==> src/rtl/athos_ip_pkg.sv <==
// Shared ATHOS IP definitions: operation codes and dispatcher FSM states.
package athos_ip_pkg;

  // Operation codes carried on the 6-bit op fields.
  typedef enum logic [5:0] {
    OP_NULL   = 6'h00,
    OP_KECCAK = 6'h01,
    OP_NTT    = 6'h02,
    OP_INTT   = 6'h03,
    OP_TRNG   = 6'h04
  } op_e;

  // Command dispatcher FSM states.
  typedef enum logic [1:0] {
    D_IDLE  = 2'd0,
    D_ISSUE = 2'd1,
    D_WAIT  = 2'd2
  } disp_state_e;

  // True for the ops the control unit can execute; NULL and unassigned codes are rejected.
  function automatic logic is_legal_op(input logic [5:0] op);
    logic legal;
    case (op)
      OP_KECCAK, OP_NTT, OP_INTT, OP_TRNG: legal = 1'b1;
      default:                             legal = 1'b0;
    endcase
    return legal;
  endfunction

endpackage

==> src/rtl/athos_cmd_fifo.sv <==
// Synchronous FIFO with combinational head read, occupancy count and full/empty flags.
// DEPTH must be a power of two so the pointers wrap naturally.
module athos_cmd_fifo #(
  parameter int WIDTH = 8,
  parameter int DEPTH = 4
) (
  input  logic                       clk_i,
  input  logic                       rst_ni,
  input  logic                       wr_en_i,
  input  logic [WIDTH-1:0]           wr_data_i,
  input  logic                       rd_en_i,
  output logic [WIDTH-1:0]           rd_data_o,
  output logic                       full_o,
  output logic                       empty_o,
  output logic [$clog2(DEPTH+1)-1:0] count_o
);

  localparam int PTR_W = $clog2(DEPTH);
  localparam int CNT_W = $clog2(DEPTH+1);

  logic [WIDTH-1:0] mem_q [DEPTH];
  logic [PTR_W-1:0] wr_ptr_q;
  logic [PTR_W-1:0] rd_ptr_q;
  logic [CNT_W-1:0] count_q;
  logic [CNT_W-1:0] count_d;
  logic             push;
  logic             pop;

  assign full_o    = (count_q == CNT_W'(DEPTH));
  assign empty_o   = (count_q == '0);
  assign count_o   = count_q;
  assign rd_data_o = mem_q[rd_ptr_q];

  // Requests are gated here so a misbehaving caller cannot corrupt the pointers.
  assign push = wr_en_i & ~full_o;
  assign pop  = rd_en_i & ~empty_o;

  // Occupancy next state; push and pop together cancel out.
  always_comb begin
    count_d = count_q;
    case ({push, pop})
      2'b10:   count_d = count_q + CNT_W'(1);
      2'b01:   count_d = count_q - CNT_W'(1);
      default: count_d = count_q;
    endcase
  end

  // Storage array; contents need no reset because count gates visibility.
  always_ff @(posedge clk_i) begin
    if (push) begin
      mem_q[wr_ptr_q] <= wr_data_i;
    end
  end

  // Pointer and count registers.
  always_ff @(posedge clk_i or negedge rst_ni) begin
    if (!rst_ni) begin
      wr_ptr_q <= '0;
      rd_ptr_q <= '0;
      count_q  <= '0;
    end else begin
      if (push) wr_ptr_q <= wr_ptr_q + PTR_W'(1);
      if (pop)  rd_ptr_q <= rd_ptr_q + PTR_W'(1);
      count_q <= count_d;
    end
  end

endmodule

==> src/rtl/athos_cmd_dispatcher.sv <==
// Command dispatcher: queues legal commands and issues them one at a time to the
// control unit, tracking completions with a sticky interrupt and a wrapping counter.
module athos_cmd_dispatcher
  import athos_ip_pkg::*;
#(
  parameter int FIFO_DEPTH = 4,
  parameter int ADDR_W     = 32,
  parameter int LEN_W      = 16
) (
  input  logic                            clk_i,
  input  logic                            rst_ni,
  input  logic                            cmd_valid_i,
  output logic                            cmd_ready_o,
  input  logic [5:0]                      cmd_op_i,
  input  logic [ADDR_W-1:0]               cmd_src_i,
  input  logic [ADDR_W-1:0]               cmd_dst_i,
  input  logic [LEN_W-1:0]                cmd_len_i,
  output logic                            cu_start_o,
  output logic [5:0]                      cu_op_o,
  output logic [ADDR_W-1:0]               cu_src_o,
  output logic [ADDR_W-1:0]               cu_dst_o,
  output logic [LEN_W-1:0]                cu_len_o,
  input  logic                            cu_done_i,
  output logic                            irq_o,
  input  logic                            irq_clr_i,
  output logic                            err_o,
  input  logic                            err_clr_i,
  output logic                            busy_o,
  output logic [$clog2(FIFO_DEPTH+1)-1:0] pending_o,
  output logic [7:0]                      done_cnt_o
);

  localparam int ENTRY_W = 6 + 2*ADDR_W + LEN_W;

  disp_state_e         state_q;
  logic                start_q;
  logic [5:0]          op_q;
  logic [ADDR_W-1:0]   src_q;
  logic [ADDR_W-1:0]   dst_q;
  logic [LEN_W-1:0]    len_q;
  logic                irq_q;
  logic                irq_d;
  logic                err_q;
  logic                err_d;
  logic [7:0]          done_cnt_q;

  logic                fifo_full;
  logic                fifo_empty;
  logic [ENTRY_W-1:0]  head;
  logic [5:0]          head_op;
  logic [ADDR_W-1:0]   head_src;
  logic [ADDR_W-1:0]   head_dst;
  logic [LEN_W-1:0]    head_len;
  logic                accept;
  logic                push;
  logic                illegal;
  logic                pop;
  logic                done_take;

  assign cmd_ready_o = ~fifo_full;
  assign accept      = cmd_valid_i & cmd_ready_o;
  assign push        = accept & is_legal_op(cmd_op_i);
  assign illegal     = accept & ~is_legal_op(cmd_op_i);
  assign pop         = (state_q == D_IDLE) & ~fifo_empty;
  assign done_take   = (state_q == D_WAIT) & cu_done_i;

  assign {head_op, head_src, head_dst, head_len} = head;

  athos_cmd_fifo #(
    .WIDTH (ENTRY_W),
    .DEPTH (FIFO_DEPTH)
  ) u_fifo (
    .clk_i     (clk_i),
    .rst_ni    (rst_ni),
    .wr_en_i   (push),
    .wr_data_i ({cmd_op_i, cmd_src_i, cmd_dst_i, cmd_len_i}),
    .rd_en_i   (pop),
    .rd_data_o (head),
    .full_o    (fifo_full),
    .empty_o   (fifo_empty),
    .count_o   (pending_o)
  );

  // Issue FSM: latch the head entry, pulse start for one cycle, then wait for done.
  always_ff @(posedge clk_i or negedge rst_ni) begin
    if (!rst_ni) begin
      state_q <= D_IDLE;
      start_q <= 1'b0;
      op_q    <= '0;
      src_q   <= '0;
      dst_q   <= '0;
      len_q   <= '0;
    end else begin
      start_q <= 1'b0;
      case (state_q)
        D_IDLE: begin
          if (pop) begin
            op_q    <= head_op;
            src_q   <= head_src;
            dst_q   <= head_dst;
            len_q   <= head_len;
            start_q <= 1'b1;
            state_q <= D_ISSUE;
          end
        end
        D_ISSUE: state_q <= D_WAIT;
        D_WAIT:  if (cu_done_i) state_q <= D_IDLE;
        default: state_q <= D_IDLE;
      endcase
    end
  end

  // Sticky flags: a set in the same cycle as a clear takes priority.
  assign irq_d = done_take | (irq_q & ~irq_clr_i);
  assign err_d = illegal   | (err_q & ~err_clr_i);

  // Status registers: interrupt, error flag and completion counter.
  always_ff @(posedge clk_i or negedge rst_ni) begin
    if (!rst_ni) begin
      irq_q      <= 1'b0;
      err_q      <= 1'b0;
      done_cnt_q <= '0;
    end else begin
      irq_q <= irq_d;
      err_q <= err_d;
      if (done_take) done_cnt_q <= done_cnt_q + 8'd1;
    end
  end

  assign cu_start_o = start_q;
  assign cu_op_o    = op_q;
  assign cu_src_o   = src_q;
  assign cu_dst_o   = dst_q;
  assign cu_len_o   = len_q;
  assign irq_o      = irq_q;
  assign err_o      = err_q;
  assign done_cnt_o = done_cnt_q;
  assign busy_o     = (state_q != D_IDLE) | ~fifo_empty;

endmodule

==> config.mk <==
export PLATFORM = sky130hd
export DESIGN_NAME = athos_cmd_dispatcher
export DESIGN_NICKNAME = d
export VERILOG_FILES = /design/src/rtl/athos_ip_pkg.sv /design/src/rtl/athos_cmd_fifo.sv /design/src/rtl/athos_cmd_dispatcher.sv
export SDC_FILE = /design/constraint.sdc
export NUM_CORES = 1
export LEC_CHECK = 0
export BUFFER_PORTS_ARGS = -buffer_cell sky130_fd_sc_hd__buf_4
export CAP_MARGIN = 10
export CORE_UTILIZATION = 31
export DETAILED_ROUTE_END_ITERATION = 10
export MAX_ROUTING_LAYER = met4
export PLACE_DENSITY = 0.52
export SYNTH_ARGS = -nofsm -noshare
export SYNTH_HDL_FRONTEND = slang
export SYNTH_SLANG_ARGS = --single-unit
export TNS_END_PERCENT = 10
==> constraint.sdc <==
create_clock -name clk_i -period 6.73 [get_ports clk_i]
set_input_delay 1.346 -clock clk_i [delete_from_list [all_inputs] [get_ports clk_i]]
set_output_delay 1.346 -clock clk_i [all_outputs]
set_load 0.05 [all_outputs]
==> report_table.html, run 1 <==
<table>
<tr><th>Metric</th><th>Value</th></tr>
<tr><th colspan="2">Finish</th></tr>
<tr><td>Area Growth Syn to Fin</td><td>23.0%</td></tr>
<tr><td>Final Core Density</td><td>0.387</td></tr>
<tr><td>Final Net Count</td><td>1213</td></tr>
<tr><td>Fraction of layout cells with a size suffix above 1</td><td>0.326</td></tr>
<tr><td>Post-route cell area</td><td>20400 um2</td></tr>
<tr><th colspan="2">Yosys</th></tr>
<tr><td>Synth Cell Area</td><td>16500 um2</td></tr>
<tr><td>Top cells by area, synth</td><td>sky130_fd_sc_hd__edfxtp_1 62%, sky130_fd_sc_hd__dfrtp_1 16%, sky130_fd_sc_hd__mux4_2 12%</td></tr>
<tr><td>Largest family of logic cells by synthesized area</td><td>multiplexers</td></tr>
<tr><td>Top FF cell, synth</td><td>sky130_fd_sc_hd__edfxtp_1</td></tr>
<tr><td>Most instantiated library cell after synthesis</td><td>sky130_fd_sc_hd__edfxtp_1</td></tr>
<tr><td>Cell type with the largest total area after synthesis</td><td>sky130_fd_sc_hd__edfxtp_1</td></tr>
<tr><td>Adder-cell share of the synthesized area</td><td>0.00575</td></tr>
<tr><td>Share of the synthesized area in compound gates (AO/OA/AOI/OAI)</td><td>0.000983</td></tr>
<tr><td>Post-synthesis net count</td><td>997</td></tr>
<tr><td>Post-synthesis register bit count</td><td>450</td></tr>
<tr><td>Mux cell area share after synthesis</td><td>0.120</td></tr>
<tr><td>Synth top cells by count</td><td>344 x sky130_fd_sc_hd__edfxtp_1, 261 x sky130_fd_sc_hd__nand2_1, 106 x sky130_fd_sc_hd__dfrtp_1</td></tr>
<tr><td>Proportion of netlist area held by the largest area contributor</td><td>0.624</td></tr>
<tr><td>Yosys warning total</td><td>0</td></tr>
<tr><td>Async set or reset register ratio after synthesis</td><td>0.236</td></tr>
<tr><td>Post-synthesis share of cell area spent on and, or, nand and nor gates</td><td>0.0669</td></tr>
<tr><td>Cell variety after synth</td><td>28</td></tr>
<tr><td>Sequential share of the synthesized area</td><td>0.785</td></tr>
<tr><td>Post-synthesis average cell area</td><td>18.4 um2</td></tr>
<tr><td>XOR/XNOR share of the synthesized area</td><td>0.00688</td></tr>
<tr><td>Cell count after synthesis</td><td>898</td></tr>
<tr><td>Number of synthesized flops with an enable pin</td><td>344</td></tr>
<tr><th colspan="2">Worst setup path</th></tr>
<tr><td>Worst reg2reg endpoint</td><td>cu_src_o[0]</td></tr>
<tr><td>Type of element capturing the critical path</td><td>register</td></tr>
<tr><td>Crit path cell chain</td><td>buf_4, nor3_1, and3_1, and3_1, and2_4, buf_4</td></tr>
<tr><td>Critical-path top delay cell</td><td>sky130_fd_sc_hd__and2_4</td></tr>
<tr><td>Critical setup path kind</td><td>in -&gt; reg</td></tr>
<tr><td>Number of buffers and inverters on the critical path</td><td>2</td></tr>
<tr><td>CP startpoint kind</td><td>input pin</td></tr>
<tr><td>Crit path largest cell delay</td><td>0.78 ns</td></tr>
<tr><td>Worst-case register-to-register setup slack</td><td>3.85 ns</td></tr>
<tr><td>Arrival time of the worst setup path</td><td>3.82 ns</td></tr>
<tr><td>Kind of cell with the highest combined delay on the critical path</td><td>simple AND/OR/NAND/NOR gates</td></tr>
<tr><td>Crit path launch</td><td>cmd_op_i[3]</td></tr>
<tr><td>Largest fanout on the critical path</td><td>57</td></tr>
<tr><td>Worst R2R Start</td><td>u_fifo.rd_ptr_q[0]</td></tr>
<tr><td>Worst Reg2Reg Path Length in Cells</td><td>4</td></tr>
<tr><td>Data required time at the worst endpoint</td><td>6.93 ns</td></tr>
<tr><th colspan="2">STA</th></tr>
<tr><td>Period utilization</td><td>0.537</td></tr>
<tr><td>Peak Freq</td><td>0.277 GHz</td></tr>
<tr><td>Total setup violations reported at the end of the flow</td><td>0</td></tr>
<tr><td>Largest clock skew in the final design</td><td>0.0211 ns</td></tr>
<tr><td>Slew Viols, Final</td><td>0</td></tr>
<tr><td>Worst-case headroom to the max-slew limit</td><td>0.334</td></tr>
<tr><td>Hold violation total from the final report</td><td>0</td></tr>
<tr><td>Setup repair after global routing missed its margin</td><td>false</td></tr>
<tr><td>Actual slew at the worst max-slew pin</td><td>1.00 ns</td></tr>
<tr><td>Total Neg Setup Slack</td><td>0 ns</td></tr>
<tr><td>Hold_ws</td><td>0.474 ns</td></tr>
<tr><td>Min Clock Period, post-route</td><td>3.62 ns</td></tr>
<tr><th colspan="2">Die</th></tr>
<tr><td>Total Die Area</td><td>54300 um2</td></tr>
<tr><td>Core area</td><td>52700 um2</td></tr>
<tr><td>Initial core utilization</td><td>0.314</td></tr>
<tr><td>Vertical die dimension</td><td>233 um</td></tr>
<tr><td>Count of pins on the block boundary</td><td>194</td></tr>
<tr><td>Std-Cell Rows</td><td>84</td></tr>
<tr><td>Die outline width</td><td>233 um</td></tr>
<tr><th colspan="2">CTS</th></tr>
<tr><td>Number of CTS-inserted buffers</td><td>49</td></tr>
<tr><td>Worst-skew pair later-pin latency</td><td>0.58 ns</td></tr>
<tr><td>Number of hold-repair buffers added at the cts stage</td><td>0</td></tr>
<tr><td>Buffers inserted during post-CTS setup optimization</td><td>0</td></tr>
<tr><td>Post-cts repair resize count</td><td>0</td></tr>
<tr><td>Clock transition at path regs</td><td>0.06 ns</td></tr>
<tr><td>TritonCTS clock tree</td><td>yes</td></tr>
<tr><td>Number of clock sinks seen by CTS</td><td>450</td></tr>
<tr><td>Worst-case clock buffer depth</td><td>3</td></tr>
<tr><td>H-tree Lvls</td><td>2</td></tr>
<tr><td>Clock Root Buffer</td><td>sky130_fd_sc_hd__clkbuf_16</td></tr>
<tr><th colspan="2">Detailed routing</th></tr>
<tr><td>Antenna violation net count after detailed routing</td><td>0</td></tr>
<tr><td>DRC</td><td>0</td></tr>
<tr><td>Total wire length after detailed routing</td><td>36.6 mm</td></tr>
<tr><td>Via density per instance</td><td>4.47</td></tr>
<tr><td>Avg WL per Cell</td><td>19.9 um</td></tr>
<tr><td>Drt pass-1 iters</td><td>4</td></tr>
<tr><td>Detailed router's first-iteration violation count</td><td>380</td></tr>
<tr><td>Vias</td><td>8239</td></tr>
<tr><th colspan="2">Outcome</th></tr>
<tr><td>Status</td><td>complete, no violations</td></tr>
<tr><th colspan="2">Placed design</th></tr>
<tr><td>Placed wire-length estimate after detailed placement</td><td>21.5 mm</td></tr>
<tr><td>Weighted congestion reported at the end of routability-driven placement</td><td>0.701</td></tr>
<tr><td>Total of buffers placed on input and output ports</td><td>193</td></tr>
<tr><td>Post-Place Cell Area</td><td>18800 um2</td></tr>
<tr><th colspan="2">Worst hold path</th></tr>
<tr><td>Hold WC Path Type</td><td>reg -&gt; reg</td></tr>
<tr><td>Hold EP</td><td>cu_len_o[4]</td></tr>
<tr><td>Number of cells on the worst hold path</td><td>2</td></tr>
<tr><td>Startpoint of the tightest hold check path</td><td>cu_len_o[4]</td></tr>
<tr><th colspan="2">Global route</th></tr>
<tr><td>Number of global-route vias before repair</td><td>9014</td></tr>
<tr><td>Grt met1 use</td><td>0.183</td></tr>
<tr><td>Met3 Usage GRT</td><td>0.0338</td></tr>
<tr><td>Initial antenna violation count</td><td>2</td></tr>
<tr><td>Total routing usage reported by global routing</td><td>0.142</td></tr>
<tr><td>Routing layer with the top usage in global route</td><td>met2</td></tr>
<tr><td>Maximum number of pins on one net before global-route repair</td><td>75</td></tr>
<tr><td>First-pass GRT wire length</td><td>55.4 mm</td></tr>
<tr><td>Residual overflow from global routing</td><td>0</td></tr>
<tr><td>Met2 track demand over resource in global routing</td><td>0.227</td></tr>
<tr><th colspan="2">Pwr</th></tr>
<tr><td>Leakage power</td><td>7.69 nW</td></tr>
<tr><td>Cell Pwr Density</td><td>470 nW/um2</td></tr>
<tr><td>Worst vdd rail ir drop</td><td>227 uV</td></tr>
<tr><td>Total power of the final layout</td><td>9.56 mW</td></tr>
<tr><th colspan="2">Flow run</th></tr>
<tr><td>Max Cap Viol</td><td>0</td></tr>
</table>
[tightest hold or removal path: stages, from the launching register on]
cell                      delay, ns
sky130_fd_sc_hd__dfrtp_1       0.34
sky130_fd_sc_hd__nand2_1       0.05
sky130_fd_sc_hd__nand2_1       0.05
[layout by cell type, fill, tap and decap left out, types with 3 or more instances in the layout]
cell type and n:
sky130_fd_sc_hd__xnor2_1 9, sky130_fd_sc_hd__xor2_1 4, sky130_fd_sc_hd__nand2_1 261, sky130_fd_sc_hd__clkbuf_8 6, sky130_fd_sc_hd__ha_1 6, sky130_fd_sc_hd__nor2_1 5
sky130_fd_sc_hd__dfrtp_1 104, sky130_fd_sc_hd__bufinv_16 4, sky130_fd_sc_hd__edfxtp_1 344, sky130_fd_sc_hd__and3_1 3, sky130_fd_sc_hd__mux4_2 86, sky130_fd_sc_hd__clkinv_2 7
sky130_fd_sc_hd__inv_6 3, sky130_fd_sc_hd__inv_1 10, sky130_fd_sc_hd__clkbuf_16 49, sky130_fd_sc_hd__clkinvlp_4 3, sky130_fd_sc_hd__clkinv_1 8, sky130_fd_sc_hd__buf_4 204
sky130_fd_sc_hd__and2_4 4, sky130_fd_sc_hd__clkbuf_1 8, sky130_fd_sc_hd__nand3_1 6
[report_power, final]
| group | leakage, nW | switching [mW] | internal, mW |
|---|---|---|---|
| registers | 4.39 | 0.327 | 3.36 |
| logic | 2.53 | 2.10 | 1.13 |
| clock network | 0.771 | 1.08 | 1.56 |
| total | 7.69 | 3.52 | 6.04 |
[worst max path at each step]
stage,to,depth (start not counted)
4_1_cts,u_fifo.mem_q[1][82],6
5_1_grt,u_fifo.mem_q[1][79],6
6_report,u_fifo.mem_q[1][79],6
3_3_place_gp,u_fifo.mem_q[1][1],6
3_5_place_dp,u_fifo.mem_q[1][1],6
2_1_floorplan,u_fifo.mem_q[0][0],5
[state kept, by name (all words and copies together) (netlist names)]
register and count:
u_fifo.count_o 3, u_fifo.mem_q 344, irq_o 1, cu_dst_o 32, err_o 1, u_fifo.wr_ptr_q 2, cu_len_o 16, u_fifo.rd_ptr_q 2
cu_op_o 6, state_q 2, done_cnt_o 8, cu_start_o 1, cu_src_o 32
[metrics by stage]
| step | worst slack, ns | cells |
|---|---|---|
| floorplan | 3.26 | 898 |
| global placement | 2.42 | 1751 |
| detailed placement | 2.44 | 1751 |
| CTS | 3.05 | 1840 |
| global route | 2.94 | 1842 |
| finish | 3.11 | 1842 |
[layout make-up]
type	instances	area [um2]
Inverter	11	43.8
Timing Repair Buffer	205	1540
Tap cell	688	861
Fill cell	4853	32300
Antenna cell	2	5.00
Clock buffer	63	1340
Clock inverter	26	243
Sequential cell	450	13000
Multi-Input combinational cell	397	3330
[per-layer routing]
metal | share of wire | wire length (um)
met1 | 0.45 | 16400
met2 | 0.49 | 17900
met3 | 0.047 | 1710
met4 | 0.019 | 688
met5 | 0 | 0
[cell families after synthesis]
group,count (synthesis)
AOI/OAI and AO/OA,3
and+or+nand+nor,284
adders and majority gates,7
buffers and inverters,51
xor gates and xnor gates,13
muxes,90
DFF,450
Note: power is estimated with default switching activity, not from simulation.
==> inputs of run 2 (changes only) <==
- clock period: 6.73 -> 3.8 ns (I/O delays scaled with it)
==> report_table.html, run 2 (synthesis gave the netlist of run 1 again) <==
<table>
<tr><th>Metric</th><th>Value</th></tr>
<tr><th colspan="2">Outcome</th></tr>
<tr><td>Status</td><td>complete, no violations</td></tr>
<tr><th colspan="2">CTS</th></tr>
<tr><td>Number of CTS-inserted buffers</td><td>50</td></tr>
<tr><td>Clock Root Buffer</td><td>sky130_fd_sc_hd__clkbuf_16</td></tr>
<tr><td>Clock transition at path regs</td><td>0.06 ns</td></tr>
<tr><td>Post-cts repair resize count</td><td>0</td></tr>
<tr><td>Worst-case clock buffer depth</td><td>3</td></tr>
<tr><td>TritonCTS clock tree</td><td>yes</td></tr>
<tr><td>Worst-skew pair later-pin latency</td><td>0.58 ns</td></tr>
<tr><td>Buffers inserted during post-CTS setup optimization</td><td>0</td></tr>
<tr><td>Number of hold-repair buffers added at the cts stage</td><td>0</td></tr>
<tr><td>Number of clock sinks seen by CTS</td><td>450</td></tr>
<tr><td>H-tree Lvls</td><td>2</td></tr>
<tr><th colspan="2">Worst hold path</th></tr>
<tr><td>Hold WC Path Type</td><td>in -&gt; async</td></tr>
<tr><th colspan="2">Worst setup path</th></tr>
<tr><td>CP startpoint kind</td><td>input pin</td></tr>
<tr><td>Crit path launch</td><td>cmd_op_i[0]</td></tr>
<tr><td>CP endpoint</td><td>u_fifo.count_o[2]</td></tr>
<tr><td>Largest fanout on the critical path</td><td>7</td></tr>
<tr><td>Critical setup path kind</td><td>in -&gt; reg</td></tr>
<tr><td>Data required time at the worst endpoint</td><td>4.29 ns</td></tr>
<tr><td>Worst Reg2Reg Path Length in Cells</td><td>9</td></tr>
<tr><td>Worst reg2reg endpoint</td><td>u_fifo.count_o[2]</td></tr>
<tr><td>Crit path cell chain</td><td>buf_4, or3_1, and3_1, and3_1, inv_1, ha_1, inv_1, fa_1, xor2_1, nor2_1, xor2_1</td></tr>
<tr><td>Number of buffers and inverters on the critical path</td><td>3</td></tr>
<tr><td>Worst R2R Start</td><td>state_q[1]</td></tr>
<tr><td>Type of element capturing the critical path</td><td>register</td></tr>
<tr><td>Crit path largest cell delay</td><td>0.37 ns</td></tr>
<tr><td>Kind of cell with the highest combined delay on the critical path</td><td>simple AND/OR/NAND/NOR gates</td></tr>
<tr><td>Worst-case register-to-register setup slack</td><td>1.62 ns</td></tr>
<tr><td>Stages on the worst setup path</td><td>11</td></tr>
<tr><td>Arrival time of the worst setup path</td><td>2.82 ns</td></tr>
<tr><td>Critical-path top delay cell</td><td>sky130_fd_sc_hd__fa_1</td></tr>
<tr><th colspan="2">Finish</th></tr>
<tr><td>Register with the most flip-flops</td><td>u_fifo.mem_q</td></tr>
<tr><td>Area Growth Syn to Fin</td><td>24.2%</td></tr>
<tr><td>Final Net Count</td><td>1220</td></tr>
<tr><td>Fraction of layout cells with a size suffix above 1</td><td>0.324</td></tr>
<tr><td>Most frequent standard cell in the layout excluding fill and tap cells</td><td>sky130_fd_sc_hd__edfxtp_1</td></tr>
<tr><td>Most frequent cells in the layout</td><td>344 x sky130_fd_sc_hd__edfxtp_1, 261 x sky130_fd_sc_hd__nand2_1, 201 x sky130_fd_sc_hd__buf_4</td></tr>
<tr><td>Number of flip-flops in the largest register</td><td>344</td></tr>
<tr><th colspan="2">Detailed routing</th></tr>
<tr><td>Drt pass-1 iters</td><td>4</td></tr>
<tr><td>Total wire length after detailed routing</td><td>37.1 mm</td></tr>
<tr><td>Vias</td><td>8382</td></tr>
<tr><td>DRC</td><td>0</td></tr>
<tr><td>Avg WL per Cell</td><td>20.0 um</td></tr>
<tr><td>Detailed router's first-iteration violation count</td><td>435</td></tr>
<tr><td>Via density per instance</td><td>4.52</td></tr>
<tr><td>Antenna violation net count after detailed routing</td><td>0</td></tr>
<tr><th colspan="2">STA</th></tr>
<tr><td>Actual slew at the worst max-slew pin</td><td>1.07 ns</td></tr>
<tr><td>Slew Viols, Final</td><td>0</td></tr>
<tr><td>Hold violation total from the final report</td><td>0</td></tr>
<tr><td>Largest clock skew in the final design</td><td>0.0194 ns</td></tr>
<tr><td>Worst-case headroom to the max-slew limit</td><td>0.289</td></tr>
<tr><td>Total setup violations reported at the end of the flow</td><td>0</td></tr>
<tr><td>Hold_ws</td><td>0.187 ns</td></tr>
<tr><td>Period utilization</td><td>0.614</td></tr>
<tr><td>Setup repair after global routing missed its margin</td><td>false</td></tr>
<tr><td>Min Clock Period, post-route</td><td>2.33 ns</td></tr>
<tr><td>Total Neg Setup Slack</td><td>0 ns</td></tr>
<tr><td>Peak Freq</td><td>0.429 GHz</td></tr>
<tr><th colspan="2">Die</th></tr>
<tr><td>Count of pins on the block boundary</td><td>194</td></tr>
<tr><td>Die outline width</td><td>233 um</td></tr>
<tr><td>Std-Cell Rows</td><td>84</td></tr>
<tr><td>Core area</td><td>52700 um2</td></tr>
<tr><td>Vertical die dimension</td><td>233 um</td></tr>
<tr><td>Initial core utilization</td><td>0.314</td></tr>
<tr><td>Total Die Area</td><td>54300 um2</td></tr>
<tr><th colspan="2">Global route</th></tr>
<tr><td>Maximum number of pins on one net before global-route repair</td><td>89</td></tr>
<tr><td>Number of global-route vias before repair</td><td>8902</td></tr>
<tr><td>First-pass GRT wire length</td><td>55.3 mm</td></tr>
<tr><td>Total routing usage reported by global routing</td><td>0.143</td></tr>
<tr><td>Initial antenna violation count</td><td>3</td></tr>
<tr><td>Residual overflow from global routing</td><td>0</td></tr>
<tr><th colspan="2">Pwr</th></tr>
<tr><td>Leakage power</td><td>7.76 nW</td></tr>
<tr><td>Worst vdd rail ir drop</td><td>426 uV</td></tr>
<tr><td>Cell Pwr Density</td><td>830 nW/um2</td></tr>
<tr><th colspan="2">Placed design</th></tr>
<tr><td>Total of buffers placed on input and output ports</td><td>193</td></tr>
<tr><td>Placed wire-length estimate after detailed placement</td><td>22.0 mm</td></tr>
<tr><td>Weighted congestion reported at the end of routability-driven placement</td><td>0.703</td></tr>
<tr><th colspan="2">Flow run</th></tr>
<tr><td>Max Cap Viol</td><td>0</td></tr>
</table>
==> run 2: changes by cell type in the layout (fill, tap and decap cells not counted), moves of 2 or more <==
cell,delta
sky130_fd_sc_hd__buf_12,+9
sky130_fd_sc_hd__buf_4,-3
sky130_fd_sc_hd__clkbuf_1,+8
sky130_fd_sc_hd__clkbuf_16,+4
sky130_fd_sc_hd__clkinv_2,-2
sky130_fd_sc_hd__inv_6,-3
==> run 2: how the worst min path moves through the flow <==
| stage | startpoint | endpoint | slack [ns] | cells past startpoint |
|---|---|---|---|---|
| after floorplan | rst_ni | cu_dst_o[0] | 0.46 | 0 |
| after global placement | cu_op_o[1] | cu_op_o[1] | 0.46 | 2 |
| after detailed placement | cu_dst_o[20] | cu_dst_o[20] | 0.46 | 2 |
| after CTS | rst_ni | cu_op_o[4] | 0.19 | 1 |
| after global routing | rst_ni | cu_len_o[8] | 0.20 | 1 |
| final | rst_ni | cu_op_o[4] | 0.19 | 1 |
==> run 2: worst register-to-register path: cells and delay by family (launching register included) <==
family                   cells  cell delay [ns]
AND/OR/NAND/NOR              3             0.43
buffers and inverters        2             0.34
XOR/XNOR                     2             0.30
adder cells (fa/ha/maj)      2             0.63
flip-flops                   1             0.39
==> run 2: where the power goes <==
| part | leakage, nW | internal, mW | switching (mW) |
|---|---|---|---|
| Sequential | 4.39 | 5.95 | 0.477 |
| Clock | 0.784 | 2.84 | 1.89 |
| Combinational | 2.58 | 2.04 | 3.86 |
| Total | 7.76 | 10.8 | 6.23 |
==> run 2: metal layers <==
metal | GRT usage | wire length (um)
met1 | 0.189 | 16800
met2 | 0.220 | 17600
met5 | - | 0
met4 | 0.0382 | 738
met3 | 0.0339 | 2030
==> run 2: final cells by class <==
class                           instances  area (um2)
Antenna cell                            3        7.51
Clock buffer                           74        1460
Clock inverter                         19         164
Fill cell                            4844       32100
Inverter                               11        43.8
Multi-Input combinational cell        397        3330
Sequential cell                       450       13000
Tap cell                              688         861
Timing Repair Buffer                  211        1700
==> run 2: through the flow <==
step	power (mW)	instance area [um2]	std cells	utilization	setup WS [ns]
2_1_floorplan	10.7	16500	898	-	0.650
3_3_place_gp	12.6	18900	1757	0.359	0.848
3_5_place_dp	12.6	18900	1757	0.359	0.888
4_1_cts	17.4	20500	1850	0.390	1.40
5_1_grt	18.0	20600	1853	0.390	1.29
6_report	17.1	20600	1853	0.390	1.47
==> inputs of run 3 (changes only) <==
- PLACE_DENSITY: 0.52 -> 0.53
- clock period: 3.8 -> 2 ns (I/O delays scaled with it)
==> report_table.html, run 3 (synthesis gave the netlist of run 1 again) <==
<table>
<tr><th>Metric</th><th>Value</th></tr>
<tr><th colspan="2">STA</th></tr>
<tr><td>Hold violation total from the final report</td><td>0</td></tr>
<tr><td>Crit path setup slack, layout</td><td>0.0750 ns</td></tr>
<tr><td>Min Clock Period, post-route</td><td>1.92 ns</td></tr>
<tr><td>Period utilization</td><td>0.962</td></tr>
<tr><td>Setup repair after global routing missed its margin</td><td>true</td></tr>
<tr><td>Peak Freq</td><td>0.519 GHz</td></tr>
<tr><td>Worst-case headroom to the max-slew limit</td><td>0.639</td></tr>
<tr><td>Largest clock skew in the final design</td><td>0.0121 ns</td></tr>
<tr><td>Actual slew at the worst max-slew pin</td><td>0.541 ns</td></tr>
<tr><td>Total setup violations reported at the end of the flow</td><td>0</td></tr>
<tr><td>Slew Viols, Final</td><td>0</td></tr>
<tr><th colspan="2">Die</th></tr>
<tr><td>Initial core utilization</td><td>0.314</td></tr>
<tr><td>Std-Cell Rows</td><td>84</td></tr>
<tr><td>Die outline width</td><td>233 um</td></tr>
<tr><td>Core area</td><td>52700 um2</td></tr>
<tr><td>Total Die Area</td><td>54300 um2</td></tr>
<tr><td>Vertical die dimension</td><td>233 um</td></tr>
<tr><td>Count of pins on the block boundary</td><td>194</td></tr>
<tr><th colspan="2">Finish</th></tr>
<tr><td>Fraction of layout cells with a size suffix above 1</td><td>0.348</td></tr>
<tr><td>Most frequent cells in the layout</td><td>344 x sky130_fd_sc_hd__edfxtp_1, 260 x sky130_fd_sc_hd__nand2_1, 211 x sky130_fd_sc_hd__buf_4</td></tr>
<tr><td>Final standard cell count with taps included and fillers excluded</td><td>1885</td></tr>
<tr><td>Total of fill cells in the finished design</td><td>4813</td></tr>
<tr><td>Most frequent standard cell in the layout excluding fill and tap cells</td><td>sky130_fd_sc_hd__edfxtp_1</td></tr>
<tr><td>Number of flip-flops in the largest register</td><td>344</td></tr>
<tr><td>Final Core Density</td><td>0.399</td></tr>
<tr><td>Final Net Count</td><td>1256</td></tr>
<tr><td>Register with the most flip-flops</td><td>u_fifo.mem_q</td></tr>
<tr><td>Area Growth Syn to Fin</td><td>26.9%</td></tr>
<tr><th colspan="2">Pwr</th></tr>
<tr><td>Worst vdd rail ir drop</td><td>1220 uV</td></tr>
<tr><td>Cell Pwr Density</td><td>1550 nW/um2</td></tr>
<tr><td>Clock Power Share</td><td>0.265</td></tr>
<tr><td>Internal power consumption</td><td>20.7 mW</td></tr>
<tr><td>Sequential cell fraction of total power</td><td>0.372</td></tr>
<tr><td>Switching Fraction</td><td>0.365</td></tr>
<tr><td>Leakage power</td><td>7.97 nW</td></tr>
<tr><td>Switching component of the power</td><td>11.9 mW</td></tr>
<tr><td>Logic gate share of total power</td><td>0.363</td></tr>
<tr><th colspan="2">CTS</th></tr>
<tr><td>TritonCTS clock tree</td><td>yes</td></tr>
<tr><td>Clock Root Buffer</td><td>sky130_fd_sc_hd__clkbuf_16</td></tr>
<tr><td>Clock transition at path regs</td><td>0.06 ns</td></tr>
<tr><td>Worst-skew pair later-pin latency</td><td>0.56 ns</td></tr>
<tr><td>Number of CTS-inserted buffers</td><td>48</td></tr>
<tr><td>Number of clock sinks seen by CTS</td><td>450</td></tr>
<tr><td>Worst-case clock buffer depth</td><td>3</td></tr>
<tr><td>H-tree Lvls</td><td>2</td></tr>
<tr><th colspan="2">Worst setup path</th></tr>
<tr><td>Stages on the worst setup path</td><td>4</td></tr>
<tr><td>Largest fanout on the critical path</td><td>4</td></tr>
<tr><td>Number of buffers and inverters on the critical path</td><td>3</td></tr>
<tr><td>Kind of cell with the highest combined delay on the critical path</td><td>flip-flops</td></tr>
<tr><td>CP startpoint kind</td><td>register</td></tr>
<tr><td>Type of element capturing the critical path</td><td>primary output</td></tr>
<tr><td>Critical-path top delay cell</td><td>sky130_fd_sc_hd__dfrtp_2</td></tr>
<tr><td>Critical setup path kind</td><td>reg -&gt; out</td></tr>
<tr><td>Crit path cell chain</td><td>inv_2, nand3_4, buf_4, buf_4</td></tr>
<tr><td>Worst Reg2Reg Path Length in Cells</td><td>10</td></tr>
<tr><td>Cell seen most often among critical-path stages</td><td>sky130_fd_sc_hd__buf_4</td></tr>
<tr><td>Arrival time of the worst setup path</td><td>1.52 ns</td></tr>
<tr><td>Crit path largest cell delay</td><td>0.44 ns</td></tr>
<tr><td>Data required time at the worst endpoint</td><td>1.60 ns</td></tr>
<tr><th colspan="2">Detailed routing</th></tr>
<tr><td>Avg WL per Cell</td><td>19.6 um</td></tr>
<tr><td>Vias</td><td>8490</td></tr>
<tr><td>Via density per instance</td><td>4.50</td></tr>
<tr><td>DRC</td><td>0</td></tr>
<tr><td>Antenna violation net count after detailed routing</td><td>0</td></tr>
<tr><td>Drt pass-1 iters</td><td>4</td></tr>
<tr><td>Detailed router's first-iteration violation count</td><td>543</td></tr>
<tr><td>Total wire length after detailed routing</td><td>37.0 mm</td></tr>
<tr><th colspan="2">Placed design</th></tr>
<tr><td>Cell count after placement</td><td>1778</td></tr>
<tr><td>Weighted congestion reported at the end of routability-driven placement</td><td>0.721</td></tr>
<tr><td>Placement-stage worst setup slack</td><td>-0.329 ns</td></tr>
<tr><td>Total of buffers placed on input and output ports</td><td>193</td></tr>
<tr><td>Placed wire-length estimate after detailed placement</td><td>22.7 mm</td></tr>
<tr><th colspan="2">Global route</th></tr>
<tr><td>Total routing usage reported by global routing</td><td>0.144</td></tr>
<tr><td>Residual overflow from global routing</td><td>0</td></tr>
<tr><td>First-pass GRT wire length</td><td>56.1 mm</td></tr>
<tr><td>Initial antenna violation count</td><td>2</td></tr>
<tr><td>Maximum number of pins on one net before global-route repair</td><td>89</td></tr>
<tr><td>Number of global-route vias before repair</td><td>8984</td></tr>
<tr><th colspan="2">Outcome</th></tr>
<tr><td>Status</td><td>complete, no violations</td></tr>
<tr><th colspan="2">Flow run</th></tr>
<tr><td>Max Cap Viol</td><td>0</td></tr>
<tr><th colspan="2">Worst hold path</th></tr>
<tr><td>Hold WC Path Type</td><td>in -&gt; reg</td></tr>
<tr><td>Number of cells on the worst hold path</td><td>1</td></tr>
</table>
==> run 3: changes by cell type in the layout (fill, tap and decap cells not counted), moves of 4 or more <==
cell	previous run	this run
sky130_fd_sc_hd__inv_1	10	6
sky130_fd_sc_hd__clkinv_2	5	11
sky130_fd_sc_hd__dlygate4sd3_1	0	16
sky130_fd_sc_hd__buf_4	201	211
sky130_fd_sc_hd__inv_2	0	4
sky130_fd_sc_hd__buf_12	9	21
sky130_fd_sc_hd__clkinv_1	9	2
==> run 3: layout make-up <==
type,instances,area (um2),area share
diodes,2,5.00,0.000238
clock buffers,71,1410,0.0672
clock inverters,17,139,0.00661
inverters,11,43.8,0.00208
multi-input cells,397,3380,0.161
flip-flops and latches,450,13000,0.619
well taps,688,861,0.0410
repair buffers,249,2180,0.104
==> run 3: path summary, 6_finish.rpt <==
path,startpoint,end,slack (ns)
worst max-delay path,u_fifo.count_o[0],cmd_ready_o,0.08
max in group asynchronous,rst_ni,cu_src_o[20],1.04
worst min-delay path,cmd_src_i[22],u_fifo.mem_q[0][70],0.04
worst min register to register,cu_op_o[5],cu_op_o[5],0.47
worst max register to register,u_fifo.count_o[0],u_fifo.count_o[2],0.13
min in group asynchronous,rst_ni,cu_src_o[13],0.34
==> run 3: through the flow <==
stage / cell area, um2 / hold slack, ns / total power, mW / TNS (ns)
after global placement: 19300 / 0.388 / 24.3 / -63.76
after CTS: 21000 / 0.000528 / 33.2 / 0
after detailed placement: 19300 / 0.390 / 24.4 / -60.21
after global routing: 21000 / 0.0117 / 34.3 / -0.0266
after floorplan: 16600 / 0.104 / 20.3 / -77.84
final: 21000 / 0.0446 / 32.6 / 0
==> run 3: power by group through the flow <==
stage / combinational (mW) / sequential (mW) / clock, mW
detailed placement: 12.1 / 12.3 / 0
finish: 11.8 / 12.1 / 8.66
global route: 12.8 / 12.3 / 9.25
floorplan: 4.94 / 15.4 / 0
global placement: 12.0 / 12.3 / 0
CTS: 12.1 / 12.1 / 8.94
==> run 3: worst register-to-register path, cell delays in order (launching register included) <==
cell and delay (ns):
sky130_fd_sc_hd__dfrtp_2 0.44, sky130_fd_sc_hd__inv_2 0.11, sky130_fd_sc_hd__nand3_4 0.08, sky130_fd_sc_hd__and3_4 0.19
sky130_fd_sc_hd__inv_2 0.06, sky130_fd_sc_hd__ha_4 0.12, sky130_fd_sc_hd__inv_2 0.03, sky130_fd_sc_hd__fa_2 0.34
sky130_fd_sc_hd__xor2_1 0.15, sky130_fd_sc_hd__nor2_1 0.12, sky130_fd_sc_hd__xor2_1 0.15
==> run 3: what timing repair did <==
action | CTS | global route
hold buffers | 16 | 0
endpoints found under the hold margin | 96 | 0
pin swaps | 1 | 0
gates resized for setup | 4 | 0
buffers inserted | 0 | 1
setup endpoints to repair | 1 | 3
gates cloned | 0 | 0
==> run 3: per-layer routing <==
metal / up-vias / global-route usage / share of wire
met1: 4374 / 0.194 / 0.46
met3: 57 / 0.0282 / 0.055
met2: 204 / 0.222 / 0.47
met4: 0 / 0.0388 / 0.017
met5: - / - / 0
li1: 3855 / - / -
